<file path="src/rtl/apb_pkg.sv">
// -----------------------------------------------------------------------------
// apb_pkg
// Shared declarations for the APB master bridge:
//   - apb_state_e : bridge FSM states (IDLE / SETUP / ACCESS / RESP)
//   - default address/data widths and default timeout depth
//   - apb_rsp_t   : response record {rdata, err, timeout} at the default width
// No ports (package).
// -----------------------------------------------------------------------------
package apb_pkg;

   localparam int APB_ADDR_WIDTH_DEF     = 8;
   localparam int APB_DATA_WIDTH_DEF     = 8;
   localparam int APB_TIMEOUT_CYCLES_DEF = 16;

   typedef enum logic [1:0] {
      ST_IDLE   = 2'd0,
      ST_SETUP  = 2'd1,
      ST_ACCESS = 2'd2,
      ST_RESP   = 2'd3
   } apb_state_e;

   // Response record at the default data width. The bridge declares a
   // same-layout record sized by its own DATA_WIDTH parameter.
   typedef struct packed {
      logic [APB_DATA_WIDTH_DEF-1:0] rdata;
      logic                          err;
      logic                          timeout;
   } apb_rsp_t;

endpackage : apb_pkg

</file>
<file path="src/rtl/apb_timeout_cnt.sv">
// -----------------------------------------------------------------------------
// apb_timeout_cnt
// Wait-state counter used to abort an APB transfer whose slave never asserts
// pready. Counts up while en is high, saturates at MAX_COUNT, and flags when
// that count has been reached.
// Ports:
//   pclk    in  clock, rising edge
//   presetn in  asynchronous active-low reset
//   clr     in  synchronous clear (takes priority over en)
//   en      in  count one wait cycle
//   reached out count equals MAX_COUNT
// -----------------------------------------------------------------------------
module apb_timeout_cnt #(
   parameter int MAX_COUNT = 16
) (
   input  logic pclk,
   input  logic presetn,
   input  logic clr,
   input  logic en,
   output logic reached
);

   localparam int CW = $clog2(MAX_COUNT + 1);

   logic [CW-1:0] cnt_q;

   always_ff @(posedge pclk or negedge presetn) begin
      if (!presetn) begin
         cnt_q <= '0;
      end else if (clr) begin
         cnt_q <= '0;
      end else if (en && !reached) begin
         cnt_q <= cnt_q + 1'b1;
      end
   end

   assign reached = (cnt_q == CW'(MAX_COUNT));

endmodule : apb_timeout_cnt

</file>
<file path="src/rtl/apb_master_bridge.sv">
// -----------------------------------------------------------------------------
// apb_master_bridge
// Single-outstanding APB master. Accepts one command on the cmd_* channel,
// runs it as an APB SETUP + ACCESS transfer, and returns the result on the
// rsp_* channel before accepting the next command.
//
// Optional feature: define APB_TIMEOUT_EN to abort an ACCESS phase after
// TIMEOUT_CYCLES wait cycles (rsp_err=1, rsp_timeout=1, rsp_rdata=0).
// Without it, ACCESS waits indefinitely and rsp_timeout stays 0.
//
// Handshakes: a beat transfers on a rising pclk edge where valid and ready
// are both high; once valid is raised its payload is held stable until that
// edge, and ready may not depend on valid in the same cycle.
//
// Ports:
//   pclk, presetn               clock / async active-low reset
//   cmd_valid, cmd_ready        command handshake (ready only in IDLE)
//   cmd_write, cmd_addr,
//   cmd_wdata                   command payload
//   rsp_valid, rsp_ready        response handshake
//   rsp_rdata, rsp_err,
//   rsp_timeout                 response payload
//   paddr, pwdata, pwrite,
//   psel, penable               APB request (all registered)
//   prdata, pready, pslverr     APB completion from the slave
// -----------------------------------------------------------------------------
module apb_master_bridge
   import apb_pkg::*;
#(
   parameter int ADDR_WIDTH     = APB_ADDR_WIDTH_DEF,
   parameter int DATA_WIDTH     = APB_DATA_WIDTH_DEF,
   parameter int TIMEOUT_CYCLES = APB_TIMEOUT_CYCLES_DEF
) (
   input  logic                  pclk,
   input  logic                  presetn,
   input  logic                  cmd_valid,
   output logic                  cmd_ready,
   input  logic                  cmd_write,
   input  logic [ADDR_WIDTH-1:0] cmd_addr,
   input  logic [DATA_WIDTH-1:0] cmd_wdata,
   output logic                  rsp_valid,
   input  logic                  rsp_ready,
   output logic [DATA_WIDTH-1:0] rsp_rdata,
   output logic                  rsp_err,
   output logic                  rsp_timeout,
   output logic [ADDR_WIDTH-1:0] paddr,
   output logic [DATA_WIDTH-1:0] pwdata,
   output logic                  pwrite,
   output logic                  psel,
   output logic                  penable,
   input  logic [DATA_WIDTH-1:0] prdata,
   input  logic                  pready,
   input  logic                  pslverr
);

   if (TIMEOUT_CYCLES < 1) begin : g_bad_timeout
      $error("apb_master_bridge: TIMEOUT_CYCLES must be at least 1");
   end

   typedef struct packed {
      logic [DATA_WIDTH-1:0] rdata;
      logic                  err;
      logic                  timeout;
   } rsp_t;

   apb_state_e            state_q, state_d;

   logic [ADDR_WIDTH-1:0] paddr_q,   paddr_d;
   logic [DATA_WIDTH-1:0] pwdata_q,  pwdata_d;
   logic                  pwrite_q,  pwrite_d;
   logic                  psel_q,    psel_d;
   logic                  penable_q, penable_d;
   logic                  rsp_valid_q, rsp_valid_d;
   rsp_t                  rsp_q,     rsp_d;

   logic                  timeout_hit;

   // ---------------------------------------------------------------------------
   // Optional ACCESS-phase timeout. The counter is cleared during SETUP, which
   // always precedes ACCESS, so it starts from zero on every transfer. pready
   // high on the same edge the limit is reached completes normally.
   // ---------------------------------------------------------------------------
`ifdef APB_TIMEOUT_EN
   logic to_reached;

   apb_timeout_cnt #(
      .MAX_COUNT (TIMEOUT_CYCLES)
   ) u_timeout_cnt (
      .pclk    (pclk),
      .presetn (presetn),
      .clr     (state_q == ST_SETUP),
      .en      ((state_q == ST_ACCESS) && !pready),
      .reached (to_reached)
   );

   assign timeout_hit = (state_q == ST_ACCESS) && !pready && to_reached;
`else
   assign timeout_hit = 1'b0;
`endif

   // ---------------------------------------------------------------------------
   // FSM: state register
   // ---------------------------------------------------------------------------
   always_ff @(posedge pclk or negedge presetn) begin
      if (!presetn) begin
         state_q <= ST_IDLE;
      end else begin
         state_q <= state_d;
      end
   end

   // ---------------------------------------------------------------------------
   // FSM: next state
   // ---------------------------------------------------------------------------
   always_comb begin
      state_d = state_q;
      case (state_q)
         ST_IDLE:   if (cmd_valid)              state_d = ST_SETUP;
         ST_SETUP:                              state_d = ST_ACCESS;
         ST_ACCESS: if (pready || timeout_hit)  state_d = ST_RESP;
         ST_RESP:   if (rsp_ready)              state_d = ST_IDLE;
         default:                               state_d = ST_IDLE;
      endcase
   end

   // ---------------------------------------------------------------------------
   // FSM: outputs. Computes the next value of every registered output; the
   // registers below make all bridge outputs glitch-free flops.
   // ---------------------------------------------------------------------------
   always_comb begin
      paddr_d     = paddr_q;
      pwdata_d    = pwdata_q;
      pwrite_d    = pwrite_q;
      psel_d      = psel_q;
      penable_d   = penable_q;
      rsp_valid_d = rsp_valid_q;
      rsp_d       = rsp_q;
      case (state_q)
         ST_IDLE: begin
            if (cmd_valid) begin
               psel_d    = 1'b1;
               penable_d = 1'b0;
               paddr_d   = cmd_addr;
               pwrite_d  = cmd_write;
               pwdata_d  = cmd_write ? cmd_wdata : '0;
            end
         end
         ST_SETUP: begin
            penable_d = 1'b1;
         end
         ST_ACCESS: begin
            if (pready || timeout_hit) begin
               // paddr deliberately holds its last value after the transfer.
               psel_d      = 1'b0;
               penable_d   = 1'b0;
               pwrite_d    = 1'b0;
               pwdata_d    = '0;
               rsp_valid_d = 1'b1;
               if (pready) begin
                  rsp_d.rdata   = (pwrite_q || pslverr) ? '0 : prdata;
                  rsp_d.err     = pslverr;
                  rsp_d.timeout = 1'b0;
               end else begin
                  rsp_d.rdata   = '0;
                  rsp_d.err     = 1'b1;
                  rsp_d.timeout = 1'b1;
               end
            end
         end
         ST_RESP: begin
            if (rsp_ready) begin
               rsp_valid_d = 1'b0;
            end
         end
         default: begin
            psel_d      = 1'b0;
            penable_d   = 1'b0;
            rsp_valid_d = 1'b0;
         end
      endcase
   end

   // ---------------------------------------------------------------------------
   // Output registers
   // ---------------------------------------------------------------------------
   always_ff @(posedge pclk or negedge presetn) begin
      if (!presetn) begin
         paddr_q     <= '0;
         pwdata_q    <= '0;
         pwrite_q    <= 1'b0;
         psel_q      <= 1'b0;
         penable_q   <= 1'b0;
         rsp_valid_q <= 1'b0;
         rsp_q       <= '0;
      end else begin
         paddr_q     <= paddr_d;
         pwdata_q    <= pwdata_d;
         pwrite_q    <= pwrite_d;
         psel_q      <= psel_d;
         penable_q   <= penable_d;
         rsp_valid_q <= rsp_valid_d;
         rsp_q       <= rsp_d;
      end
   end

   assign cmd_ready   = (state_q == ST_IDLE);
   assign paddr       = paddr_q;
   assign pwdata      = pwdata_q;
   assign pwrite      = pwrite_q;
   assign psel        = psel_q;
   assign penable     = penable_q;
   assign rsp_valid   = rsp_valid_q;
   assign rsp_rdata   = rsp_q.rdata;
   assign rsp_err     = rsp_q.err;
   assign rsp_timeout = rsp_q.timeout;

endmodule : apb_master_bridge
</file>
<file path="config.mk">
export PLATFORM = sky130hd
export DESIGN_NAME = apb_master_bridge
export DESIGN_NICKNAME = d
export VERILOG_FILES = /design/src/rtl/apb_pkg.sv /design/src/rtl/apb_timeout_cnt.sv /design/src/rtl/apb_master_bridge.sv
export SDC_FILE = /design/constraint.sdc
export NUM_CORES = 1
export LEC_CHECK = 0
export CORE_MARGIN = 2
export CORE_UTILIZATION = 45
export CTS_BUF_LIST = sky130_fd_sc_hd__clkbuf_8
export DETAILED_ROUTE_END_ITERATION = 8
export HOLD_SLACK_MARGIN = 0.1
export PLACE_DENSITY = 0.84
export REMOVE_ABC_BUFFERS = 1
export SYNTH_ARGS = -nofsm -noshare
export SYNTH_HDL_FRONTEND = slang
export SYNTH_SLANG_ARGS = --single-unit
</file>
<file path="constraint.sdc">
create_clock -name pclk -period 2.65 [get_ports pclk]
set_input_delay 0.6625 -clock pclk [delete_from_list [all_inputs] [get_ports pclk]]
set_output_delay 0.6625 -clock pclk [all_outputs]
set_load 0.05 [all_outputs]
</file>
# [Yosys cells after proc, flatten, opt, wreduce, memory -nomap -nowiden]
# Cells that the tools add are included.
[totals] register_bits=31 input_bits=31 out_inout_bits=31
[classes] n_eq_ne=6 muxes=19 reduce_logical=11
[ops] cell="$mux 8" count=4
[ops] cell="$pmux 8 s2" count=1
[ops] cell="$reduce_and 3->1" count=4
[ops] cell="$pmux 2 s4" count=1
[ops] cell="$mux 1" count=6
[ops] cell="$mux 2" count=3
[ops] cell="$ne 2x2->1 const B" count=3
[ops] cell="$pmux 1 s2" count=3
[ops] cell="$eq 2x2->1 const B" count=2
[ops] cell="$reduce_and 2->1" count=2
[ops] cell="$reduce_bool 2->1" count=2
[ops] cell="$pmux 1 s3" count=1
[ops] cell="$reduce_bool 3->1" count=1
[ops] cell="$eq 2x1->1 const B" count=1
[ops] cell="$logic_not 2->1" count=1
[ops] cell="$logic_or 1x1->1" count=1

# [Longest topological paths before layout]
[logic_depth] word_depth=3 mapped_depth=6 mapped_depth_nobuf=5

# [Worst setup path after synthesis]
# OpenSTA, ideal clock, no wires.
[synth_timing] path_type="register -> register" startpoint="register state_q[0]" endpoint="register state_q[1]" setup_ps=125 arrival_time_ps=1801 required_ps=2525 slack_ps=724 stages_incl_launch_ff=6 path_buffers=0 period_less_slack_ps=1926 cell_sequence="dfrtp_1 inv_1 ha_1 and2b_1 or3b_4 mux2_4"
[synth_between] elab_chain_cells=3 word_cells_on_any_way=9 cone_classes="eq/ne (6); mux (1); reduce/logical (2)"
[synth_rtl] element="start, declared" line_no="apb_master_bridge.sv:66" rtl="apb_state_e state_q, state_d;"
[synth_rtl] element="start signal, assigned" line_no="apb_master_bridge.sv:108" rtl="state_q <= state_d;"
[synth_rtl] element="$logic_not 2->1 *"
[synth_rtl] element="named net cmd_ready" line_no="apb_master_bridge.sv:37" rtl="output logic cmd_ready,"
[synth_rtl] element="$ne 2x2->1 (no source line)"
[synth_rtl] element="$reduce_and 3->1 (no source line)"
# The timed path passes the listed nets; every way through them passes the cells marked *.
# A chain may end at the register's enable or synchronous reset.

# [Worst setup path in the final report]
[layout_timing] startpoint="register state_q[1]" endpoint="output cmd_ready"
[layout_between] elab_chain_cells=1
[layout_rtl] element="$logic_not 2->1" line_no="apb_master_bridge.sv:206" rtl="assign cmd_ready = (state_q == ST_IDLE);"
[layout_rtl] element="end, declared" line_no="apb_master_bridge.sv:37"
# No other way between the ends.

==> impl_metrics.py <==
metrics = {
    "outcome": {
        "status": "complete, but fails checks",
        "violations": "DRC",
    },
    "worst_setup_path": {
        "cp-start-kind": "flop",
        "cp.required_ns": 1.99,
        "timing.rr.start": "state_q[0]",
        "r2r_setup_slack_ns": 0.86,
        "worstSetupEndpointType": "primary output",
        "path_max_fanout": 5,
        "reg2reg_to": "state_q[1]",
        "rr_worst_depth": 5,
        "critPathKind": "reg -> out",
        "arrival_ns": 1.85,
    },
    "floorplan": {
        "core_area_mm2": 0.002805,
        "fp.dieH_um": 58.60,
        "start_util": 0.4781,
        "dieArea_mm2": 0.003433,
        "num_rows": 19,
        "io_pins": 62,
        "die_w_um": 58.60,
    },
    "min_path": {
        "min_path_cells": 1,
        "min_to": "paddr[0]",
        "min_path_type": "reg -> reg",
        "min-delay-start": "paddr[0]",
    },
    "route": {
        "drc": 4,
        "antenna_left": 0,
        "wl_mm": 3.232,
        "wl_per_cell_um": 16.16,
        "drt_iter0_drc": 27,
        "via_per_inst": 5.135,
        "first_pass_iters": 8,
        "vias": 1027,
    },
    "clock_network": {
        "clkSlewWorstSetupHoldPaths_ns": 0.06,
        "clock_path_buffers": 2,
        "cts.sinks": 31,
        "cts_resized": 0,
        "cts_hold_buf": 0,
        "htree_levels": 2,
        "cts_tree": "built",
        "cts_root_buffer": "clkbuf_8",
        "cts_setup_buffers": 0,
        "clk_latency_ns": 0.28,
        "cts_buffers": 5,
    },
    "synthesis": {
        "synth-async-reset-ratio": 1.000,
        "ys_warn_count": 0,
        "synth_top_flop_cell": "dfrtp_1",
        "post-synth-top-area-cell": "dfrtp_1",
        "synth_edf_count": 0,
        "yosysSeqAreaShare": 0.5784,
        "synth_commonest_cells": "dfrtp_1, inv_1, mux2_2, a22o_1, nand2_1",
        "syn_area_mm2": 0.001341,
        "avgSynthCellArea_um2": 13.02,
        "post-synth-top-count-cell": "dfrtp_1",
        "yosys.cell_types.count": 22,
        "syn-instance-count": 103,
        "synth_seq_cells": 31,
        "ys_top_cells_by_area": "dfrtp_1, mux2_2, mux2i_1, a22o_1, ha_1",
        "synth_top_area_share": 0.5784,
    },
    "sta": {
        "setup_ws_ns": 0.1407,
        "post-route-min-period_ns": 2.509,
        "tightest_slew_ns": 0.5468,
        "max_slew_margin": 0.6335,
        "finalHoldViolations": 0,
        "fin_setup_tns_ns": 0,
        "rsz0062_at_grt": "no",
        "maxSlewViolCount": 0,
        "final.period_utilization": 0.9469,
        "finalClockSkew_ns": 0.006750,
        "fmax_ghz": 0.3985,
        "setup_viol": 0,
    },
    "finish": {
        "n_fill_cell": 202,
        "drive_above_1_share": 0.1538,
        "nets": 205,
        "synthToLayoutAreaGrowth_pct": 53.92,
        "antenna_cells": 0,
    },
    "power_and_ir_drop": {
        "power_density_mw_per_mm2": 1517,
        "max-vdd-ir-drop_mv": 0.8833,
        "p_leak_nw": 0.9301,
    },
    "grt": {
        "grt_usage": 0.2103,
        "grt_max_degree": 32,
        "grt_first_pass_wirelength_mm": 5.168,
        "antenna_found_initial": 0,
        "grt_pass1_vias": 1114,
        "grt_overflow": 0,
    },
    "run": {
        "cap_violations": 0,
    },
    "place": {
        "gp_congestion": 0.7197,
        "pre_cts_slack_ns": 0.4377,
        "portBuffers": 60,
        "place_hpwl_mm": 2.387,
    },
}
## cell usage in the layout, fill, tap and decap left out
cell type,Yosys,final
and2b_1,2,2
nor2_1,1,1
mux2_2,11,11
inv_1,11,11
nand2_1,9,9
mux2i_1,8,8
buf_4,2,2
clkbuf_8,0,6
a21oi_1,1,1
dfrtp_1,31,31
clkdlybuf4s50_1,0,60
ha_1,5,5
nor3_2,2,2
nand2b_1,2,2
or3b_4,1,1
nor2b_4,1,1
o22ai_1,1,1
mux2_4,1,1
o2bb2ai_1,1,1
a22o_1,9,9
clkinv_2,0,1
nor3_1,1,1
conb_1,1,1
nand2_2,1,1
## worst max-delay path, stage by stage (launching register included)
cell and delay (ns):
dfrtp_1 0.43, inv_1 0.11, ha_1 0.21, clkdlybuf4s50_1 0.82
## stage by stage
step                      utilization  area [um2]  instances  hold WS [ns]  total power, mW
after floorplan                     -        1323        100        0.3669            2.126
after global placement         0.7047        1977        193        0.4880            2.718
after detailed placement       0.7047        1977        193        0.4909            2.779
after CTS                      0.7360        2064        200        0.5087            3.162
after global routing           0.7360        2064        200        0.5278            3.288
final                          0.7360        2064        200        0.5011            3.132
## cells by family after synthesis
kind of cell,count (synthesis),synth area share
adders and majority gates,5,0.04664
other,1,0.002796
and+or+nand+nor,20,0.09047
AOI/OAI and AO/OA,12,0.07370
DFF,31,0.5784
buffers and inverters,14,0.04477
muxes,20,0.1632
## report_power, final
part | leakage, nW | internal (mW) | switching [mW]
logic | 0.492 | 0.734 | 1.19
registers | 0.391 | 0.705 | 0.144
clock network | 0.0470 | 0.203 | 0.158
total | 0.930 | 1.64 | 1.49
## metal layers
metal	part of all wire	vias up	track usage	routed length (um)
li1	-	476	-	-
met1	0.38	490	0.2313	1236
met2	0.49	52	0.3451	1585
met3	0.098	9	0.09451	318
met4	0.028	0	0.1039	91
met5	0	-	0	0
## registers in the layout (all words and copies together), names as in the netlist
name and flops:
paddr 8, state_q 2, rsp_valid 1, psel 1, rsp_err 1, penable 1, pwrite 1, pwdata 8
rsp_rdata 8
## layout make-up
type                            instances  area (um2)  area share
Sequential cell                        31       775.7      0.3758
Timing Repair Buffer                   62       615.6      0.2982
Multi-Input combinational cell         58       505.5      0.2448
Clock buffer                            6       82.58     0.04000
Inverter                               11       41.29     0.02000
Tap cell                               31       38.79     0.01879
Clock inverter                          1       5.005    0.002424
## how the worst max path moves through the flow
stage / startpoint / to / depth (start not counted)
global route: state_q[0] / cmd_ready / 3
detailed placement: state_q[1] / cmd_ready / 3
finish: state_q[1] / cmd_ready / 3
CTS: state_q[1] / cmd_ready / 3
floorplan: state_q[0] / pwrite / 5
global placement: state_q[0] / cmd_ready / 3
(Power assumes the default switching activity.)
